===== config.mk =====
export PLATFORM = sky130hd
export DESIGN_NAME = firebird7_in_gate1_tessent_data_mux_ctrl_w19
export DESIGN_NICKNAME = d
export VERILOG_FILES = /design/src/rtl/firebird7_in_gate1_tessent_data_mux_ctrl_pkg.sv /design/src/rtl/firebird7_in_gate1_tessent_data_mux_switch_seq.sv /design/src/rtl/firebird7_in_gate1_tessent_data_mux_ctrl_w19.sv
export SDC_FILE = /design/constraint.sdc
export NUM_CORES = 1
export LEC_CHECK = 0
export CAP_MARGIN = 20
export CORE_UTILIZATION = 55
export CTS_BUF_LIST = sky130_fd_sc_hd__clkbuf_2
export CTS_CLUSTER_DIAMETER = 100
export DETAILED_ROUTE_END_ITERATION = 7
export PLACE_DENSITY = 0.95
export SYNTH_ARGS = -nofsm -noshare
export SYNTH_HDL_FRONTEND = slang
export SYNTH_SLANG_ARGS = --single-unit

===== constraint.sdc =====
create_clock -name ijtag_tck -period 3.4 [get_ports ijtag_tck]
set_input_delay 1.02 -clock ijtag_tck [delete_from_list [all_inputs] [get_ports ijtag_tck]]
set_output_delay 1.02 -clock ijtag_tck [all_outputs]
set_load 0.005 [all_outputs]

===== src/rtl/firebird7_in_gate1_tessent_data_mux_ctrl_pkg.sv =====
// Shared types and sizing helpers for the IJTAG data mux TDR and its select sequencer.
package firebird7_in_gate1_tessent_data_mux_ctrl_pkg;

   typedef enum logic [1:0] {
      FUNC   = 2'd0,
      ARM_IJ = 2'd1,
      IJTAG  = 2'd2,
      ARM_FN = 2'd3
   } sw_state_t;

   localparam int DW_DEFAULT           = 19;
   localparam int SWITCH_DELAY_DEFAULT = 4;

   // The scan register carries the select request bit above the data word.
   function automatic int sr_width(input int dw);
      return dw + 1;
   endfunction

   function automatic int cnt_width(input int delay);
      return (delay < 2) ? 1 : $clog2(delay + 1);
   endfunction

endpackage


===== src/rtl/firebird7_in_gate1_tessent_data_mux_switch_seq.sv =====
// Select switch-over sequencer: holds the mux select steady for a settle delay after
// each request change and lets a reverted request abort the pending switch.
module firebird7_in_gate1_tessent_data_mux_switch_seq
   import firebird7_in_gate1_tessent_data_mux_ctrl_pkg::*;
#(
   parameter int SWITCH_DELAY = SWITCH_DELAY_DEFAULT
) (
   input  logic clk,
   input  logic rst,
   input  logic req_sel,
   output logic sel,
   output logic busy
);

   localparam int CW = cnt_width(SWITCH_DELAY);
   localparam logic [CW-1:0] CNT_LOAD = (SWITCH_DELAY == 0) ? '0 : CW'(SWITCH_DELAY - 1);

   sw_state_t       state_q, state_d;
   logic [CW-1:0]   cnt_q, cnt_d;
   logic            sel_q, sel_d;
   logic            busy_q, busy_d;

   always_comb begin
      state_d = state_q;
      cnt_d   = cnt_q;
      case (state_q)
         FUNC: begin
            if (req_sel) begin
               if (SWITCH_DELAY == 0) begin
                  state_d = IJTAG;
               end else begin
                  state_d = ARM_IJ;
                  cnt_d   = CNT_LOAD;
               end
            end
         end
         ARM_IJ: begin
            if (!req_sel) begin
               state_d = FUNC;
               cnt_d   = '0;
            end else if (cnt_q == '0) begin
               state_d = IJTAG;
            end else begin
               cnt_d = cnt_q - CW'(1);
            end
         end
         IJTAG: begin
            if (!req_sel) begin
               if (SWITCH_DELAY == 0) begin
                  state_d = FUNC;
               end else begin
                  state_d = ARM_FN;
                  cnt_d   = CNT_LOAD;
               end
            end
         end
         ARM_FN: begin
            if (req_sel) begin
               state_d = IJTAG;
               cnt_d   = '0;
            end else if (cnt_q == '0) begin
               state_d = FUNC;
            end else begin
               cnt_d = cnt_q - CW'(1);
            end
         end
         default: begin
            state_d = FUNC;
            cnt_d   = '0;
         end
      endcase
      // Decode from the next state so both outputs leave a flop directly.
      sel_d  = (state_d == IJTAG)  || (state_d == ARM_FN);
      busy_d = (state_d == ARM_IJ) || (state_d == ARM_FN);
   end

   always_ff @(posedge clk or posedge rst) begin
      if (rst) begin
         state_q <= FUNC;
         cnt_q   <= '0;
         sel_q   <= 1'b0;
         busy_q  <= 1'b0;
      end else begin
         state_q <= state_d;
         cnt_q   <= cnt_d;
         sel_q   <= sel_d;
         busy_q  <= busy_d;
      end
   end

   assign sel  = sel_q;
   assign busy = busy_q;

endmodule


===== src/rtl/firebird7_in_gate1_tessent_data_mux_ctrl_w19.sv =====
// IJTAG TDR for the 19-bit data mux: capture/shift/update of a {select, data} word,
// with the select change handed to the settle sequencer.
module firebird7_in_gate1_tessent_data_mux_ctrl_w19
   import firebird7_in_gate1_tessent_data_mux_ctrl_pkg::*;
#(
   parameter int DATA_WIDTH   = DW_DEFAULT,
   parameter int SWITCH_DELAY = SWITCH_DELAY_DEFAULT
) (
   input  logic                  ijtag_tck,
   input  logic                  ijtag_reset,
   input  logic                  ijtag_sel,
   input  logic                  ijtag_ce,
   input  logic                  ijtag_se,
   input  logic                  ijtag_ue,
   input  logic                  ijtag_si,
   output logic                  ijtag_so,
   input  logic [DATA_WIDTH-1:0] mux_data_out,
   output logic                  mux_ijtag_select,
   output logic [DATA_WIDTH-1:0] mux_ijtag_data_in,
   output logic                  switch_busy
);

   localparam int SRW = sr_width(DATA_WIDTH);

   logic [SRW-1:0]        sr_q, sr_d;
   logic [DATA_WIDTH-1:0] data_q, data_d;
   logic                  req_sel_q, req_sel_d;
   logic                  sel_w;
   logic                  busy_w;

   always_comb begin
      sr_d      = sr_q;
      data_d    = data_q;
      req_sel_d = req_sel_q;
      // Capture wins over shift, shift over update; nothing moves while deselected.
      if (ijtag_sel) begin
         if (ijtag_ce) begin
            sr_d = {sel_w, mux_data_out};
         end else if (ijtag_se) begin
            sr_d = {ijtag_si, sr_q[SRW-1:1]};
         end else if (ijtag_ue) begin
            data_d    = sr_q[DATA_WIDTH-1:0];
            req_sel_d = sr_q[DATA_WIDTH];
         end
      end
   end

   always_ff @(posedge ijtag_tck or posedge ijtag_reset) begin
      if (ijtag_reset) begin
         sr_q      <= '0;
         data_q    <= '0;
         req_sel_q <= 1'b0;
      end else begin
         sr_q      <= sr_d;
         data_q    <= data_d;
         req_sel_q <= req_sel_d;
      end
   end

   firebird7_in_gate1_tessent_data_mux_switch_seq #(
      .SWITCH_DELAY (SWITCH_DELAY)
   ) u_switch_seq (
      .clk     (ijtag_tck),
      .rst     (ijtag_reset),
      .req_sel (req_sel_q),
      .sel     (sel_w),
      .busy    (busy_w)
   );

   assign ijtag_so          = sr_q[0];
   assign mux_ijtag_select  = sel_w;
   assign mux_ijtag_data_in = data_q;
   assign switch_busy       = busy_w;

endmodule


; ---- Word level (Yosys, flattened, before mapping)
; Index checks and enable logic that the tools add are counted.
; Widths: inputs -> output; s select.
[word_totals]
reg_bits = 47
out_inout_bits = 22
word_cells = 41
[classes]
addsub = 1
n_eq_ne = 8
n_mux = 15
n_bitwise = 2
reduce_logical = 8
[ops]
columns = cell, count
row1 = $mux 20, 2
row2 = $mux 3, 5
row3 = $mux 2, 6
row4 = $pmux 3 s4, 1
row5 = $eq 2x2->1 const B, 4
row6 = $pmux 2 s4, 1
row7 = $eq 2x1->1 const B, 2
row8 = $ne 2x2->1 const B, 2
row9 = $reduce_and 2->1, 2
row10 = $reduce_and 4->1, 1
row11 = $logic_not 3->1, 1
row12 = $sub 3x1->3 const B, 1
row13 = $logic_not 2->1, 1
row14 = $logic_or 1x1->1, 2
row15 = $not 1->1, 2
row16 = $reduce_bool 2->1, 1

; ---- Longest topological paths before layout
[depth]
depth_word = 6
depth_mapped = 5

; ---- Modules after synthesis
; Synthesis repeated with hierarchy kept, for this count alone.
[unflattened]
hier_cells = 167
hier_area_um2 = 2248.4
[by_module_without_submodules]
columns = mod, n_inst, cells_per_inst, area_each_um2, seq_area_each_um2
row1 = firebird7_in_gate1_tessent_data_mux_ctrl_w19, 1, 138, 1940.6, 1001.0
row2 = firebird7_in_gate1_tessent_data_mux_switch_seq, 1, 29, 307.8, 150.1

; ---- Worst setup path after synthesis
; Ideal clock, no wire load.
[synth_timing]
path_kind = input-to-reg
start = input port ijtag_ce
end = register data_q[0] (netlist: mux_ijtag_data_in[0])
setup_ns = 0.125
arrival_ns = 1.809
t_required_ns = 3.275
setup_slack_ns = 1.466
path_stages = 4
path_cell_list = buf_6 -> nor3_4 -> buf_6 -> mux2_4
[synth_between]
elab_chain_cells = 2
[synth_rtl]
columns = item, line_no
row1 = "start, declared", firebird7_in_gate1_tessent_data_mux_ctrl_w19.sv:12  ; input logic ijtag_ce,
row2 = $not 1->1 (no line), n/a
row3 = $reduce_and 4->1 (no line), n/a
row4 = "end signal, assigned", firebird7_in_gate1_tessent_data_mux_ctrl_w19.sv:55  ; data_q <= data_d;
row5 = "end, declared", firebird7_in_gate1_tessent_data_mux_ctrl_w19.sv:26  ; logic [DATA_WIDTH-1:0] data_q, data_d;
; No other way between the ends.
; A chain may end at the register's enable or synchronous reset.

; ---- Worst setup path after layout
[layout_timing]
start = register u_switch_seq.busy_q (netlist: u_switch_seq.busy)
end = output port switch_busy
[layout_rtl]
columns = item, line_no
row1 = "start, declared", firebird7_in_gate1_tessent_data_mux_switch_seq.sv:21  ; logic busy_q, busy_d;
row2 = "start signal, assigned", firebird7_in_gate1_tessent_data_mux_switch_seq.sv:87  ; busy_q <= busy_d;
row3 = "end, declared", firebird7_in_gate1_tessent_data_mux_ctrl_w19.sv:20  ; output logic switch_busy
; No word-level cell between the ends.

==> impl.org <==
** Critical path
- Critical path launch point type :: flip-flop
- Worst EP arrival :: 1490 ps
- In this design, the largest share of critical-path delay is due to buffers and inverters.
- CP max-delay cell :: clkdlybuf4s50_1
- Walking the worst path, the cells encountered are clkdlybuf4s50_1.
- Max incr delay on CP :: ~550 ps
- The number of buffers and inverters on the critical path is 1.
- Data on the critical path is required at its endpoint by roughly 2400 ps.
- The setup path with the least slack is of type reg -> out.
- The worst setup path is captured at an output pin.
- Highest net fanout along the worst path :: 8

** Power
- Sw frac :: between 30% and 40%
- Power spread over the standard cell area amounts to around 600 mW/mm^2.
- Leak :: 1.21 nW
- Per report_power, the clock group accounts for around 14% of the total.
- Sequential share of power :: just over 50%
- The design draws 0.00158 W.
- In this run, the combinational gates consume between 30% and 40% of the power.
- Net Sw Power :: slightly below 0.0005 W
- VDD sags by at most between 300 and 400 uV.
- The internal power of the cells totals approximately 0.0011 W.

** Cells and area
- Across the whole layout, storage elements account for between 0.001 and 0.0015 mm^2.
- From synthesis to final layout, the design area changed by 26.1%.
- Fill cells in the final layout number approximately 240.
- For this run, the post-layout net count is 237.
- Share of final-layout standard cells stronger than drive strength 1 :: roughly 16%
- The number of antenna diodes in the final layout is 0.
- In the final layout, the multi-input gates occupy around 860 um^2.
- Summing all non-filler instances in the final layout gives an area of about 0.0026 mm^2.

** Yosys
- Library cell with the highest instance count after synthesis :: dfrtp_1
- For this run, the number of Yosys warnings is 0.
- Post-synthesis average cell area :: 12.9 um^2
- Synthesis handed over a netlist of between 150 and 200 instances.
- Most common flop cell mapped by yosys :: dfrtp_1
- After synthesis the cells add up to 0.00208 mm^2.
- The synthesized design contains 0 enable-type register cells.
- Number of different library cells in the post-synthesis netlist :: 22
- The biggest area contributor in the post-synthesis netlist is dfrtp_1.
- Synthesis inferred 46 register bits.
- Synthesized net count :: between 150 and 200
- Counting flops with an async set or reset pin after synthesis yields a share of 100%.
- Proportion of netlist area held by the largest area contributor :: a little under three fifths
- Portion of the post-synthesis area used by sequential elements :: approximately 55%
- Ranked by instance count, the synthesized netlist is headed by 46 x dfrtp_1, 22 x nand2_1, 21 x mux2i_1, 21 x o21ai_1, 20 x mux2_4.
- Dominant cells by area after synthesis :: dfrtp_1 55%, mux2_4 14%, mux2i_1 10%

** Clock network
- Number of clock sinks :: 46
- The clock passes through at most 2 buffers.
- TritonCTS clock tree :: done
- Setup repair bufs after CTS :: 0
- Insertion delay of the later-clocked pin in the worst-skew pair :: 440 ps
- The number of gates resized after CTS was 0.
- In this run the clock root is driven by a clkbuf_2.
- Clock-pin slew was measured on the worst setup and hold paths at 240 ps.
- The H-tree generated during clock tree synthesis spans 2 levels.
- The number of hold buffers added after CTS was 0.
- Cts bufs inserted :: 5

** Route
- In the routed design, unresolved DRC markers number 0.
- Initial DRC count :: between 90 and 100
- The pre-antenna-repair detailed-routing pass consisted of 4 iterations.
- Post-DR wirelength/cell :: ~17 um
- Number of routed nets with antenna violations :: 0
- The detailed router placed about 1.4k vias in this run.
- Post-Route WL :: between 4 and 5 mm
- After detailed routing, the number of vias per cell comes to between 5 and 6.

** Timing
- For the finished layout, the period the worst path requires is around 2500 ps.
- Post-route clock period utilization :: between 70% and 80%
- The worst pin sits at a relative slew slack of a little under two fifths.
- Fmax :: ~400 MHz
- The worst path meets setup with approximately 890 ps of slack.
- At the pin with the least slew margin, the transition time is 930 ps.
- Final count of pins violating max slew :: 0
- RSZ-0062 raised after global routing :: no
- The total count of hold-check failures in the final report is 0.
- Final clock skew :: around 25 ps
- Final-layout worst hold slack :: 547 ps
- Setup violations remaining at the end of the flow were counted as 0.
- For the final routed database, the setup TNS stands at 0 ps.

** Global routing
- For this run, global-route usage on met3 was measured as under 10%.
- The first global-routing pass estimated just over 7 mm of wire.
- The number of antenna violations at the first check in global routing is 0.
- GRT met2 Usage :: 41.2%
- Global routing consumed, on the met1 layer, 28.5% of the routing resources.
- Remaining global-route overflow :: 0
- Number of global-route vias before repair :: roughly 1.5k
- The layer flagged by global routing as most heavily used is met2.
- Maximum number of pins on one net before global-route repair :: 47
- Total global routing track utilization :: 24.2%

** Die
- For this configuration, the core starts out at a cell density of ~60%.
- The floorplan step set the die height to about 64 um.
- The floorplan step defined a die boundary enclosing 0.00404 mm^2.
- Standard cell core area :: around 0.0035 mm^2
- In this run the core area contains 21 standard-cell rows.
- The floorplan step set the die width to about 64 um.
- 48 I/O pins were placed.

** Place
- Timing analysis after detailed placement gives a worst setup slack of 696 ps.
- Final GP Congestion :: about 0.75
- Cell area after placement :: ~0.0026 mm^2
- Count of buffers from port buffering :: 47
- Detailed placement finished with a half-perimeter wire length of between 3 and 4 mm.

** Min path
- In this run the worst hold path is classified as reg -> reg.

** Job
- Across the run, the number of max-cap violations was 0.

** Status
- The flow ran to the end, and the final reports show no timing, DRC or antenna violations.
## kinds of logic (layout without fill, tap and decap cells)
| family | after synthesis | in the layout | share of synthesized area [%] |
|---|---|---|---|
| buffers and inverters | 12 | 61 | 3.61 |
| flip-flops | 46 | 46 | 55.3 |
| AO/OA/AOI/OAI | 25 | 25 | 6.19 |
| AND/OR/NAND/NOR | 30 | 30 | 6.85 |
| adder cells (fa/ha/maj) | 2 | 2 | 1.20 |
| multiplexers | 43 | 43 | 25.6 |
| XOR/XNOR | 3 | 3 | 1.26 |
## power by group through the flow
stage,registers [W],logic [W],clock network [W]
2_1_floorplan,0.000790,0.000300,0
3_3_place_gp,0.000797,0.000516,0
3_5_place_dp,0.000811,0.000555,0
4_1_cts,0.000801,0.000555,0.000229
5_1_grt,0.000821,0.000594,0.000254
6_report,0.000802,0.000547,0.000229
## stage by stage
stage,instances,utilization [%]
after global placement,248,74.5
after CTS,256,75.7
after floorplan,161,-
final,256,75.7
after detailed placement,248,74.5
after global routing,256,75.7
## layout by cell type, fill, tap and decap left out, types with 2 or more instances in the layout
master and n:
mux2i_1 21, clkdlybuf4s50_1 47, nor2_1 2, ha_1 2, mux2_4 20, nand2_1 22, mux2_1 2, buf_4 2
o21ai_1 20, xnor2_1 2, a21oi_1 2, dfrtp_1 46, clkbuf_2 5, inv_1 2
## metal layers
layer  wire [um]  part of all wire (%)
met3         180                   4.2
met1        1910                    44
met5           0                     0
met4          60                   1.4
met2        2180                    50
## state kept, by name, indices dropped and copies added, names as in the netlist
register              count
mux_ijtag_data_in        19
req_sel_q                 1
sr_q                     20
u_switch_seq.busy         1
u_switch_seq.cnt_q        3
u_switch_seq.sel          1
u_switch_seq.state_q      1
## final timing paths
path	start	endpoint	slack, ps	cells past startpoint
worst max-delay path	u_switch_seq.busy	switch_busy	890	1
worst min register to register	mux_ijtag_data_in[5]	mux_ijtag_data_in[5]	550	1
min in group asynchronous	ijtag_reset	mux_ijtag_data_in[1]	1060	2
worst min-delay path	mux_ijtag_data_in[5]	mux_ijtag_data_in[5]	550	1
max in group asynchronous	ijtag_reset	mux_ijtag_data_in[14]	1740	2
worst max register to register	u_switch_seq.cnt_q[0]	u_switch_seq.sel	1830	5
## layout make-up
| type | instances | area share, % |
|---|---|---|
| flip-flops and latches | 46 | 43.8 |
| multi-input cells | 103 | 32.7 |
| repair buffers | 50 | 19.2 |
| well taps | 46 | 2.19 |
| clock buffers | 5 | 0.953 |
| clock inverters | 3 | 0.619 |
| inverters | 3 | 0.429 |
Power figures use the tool's default switching activity.
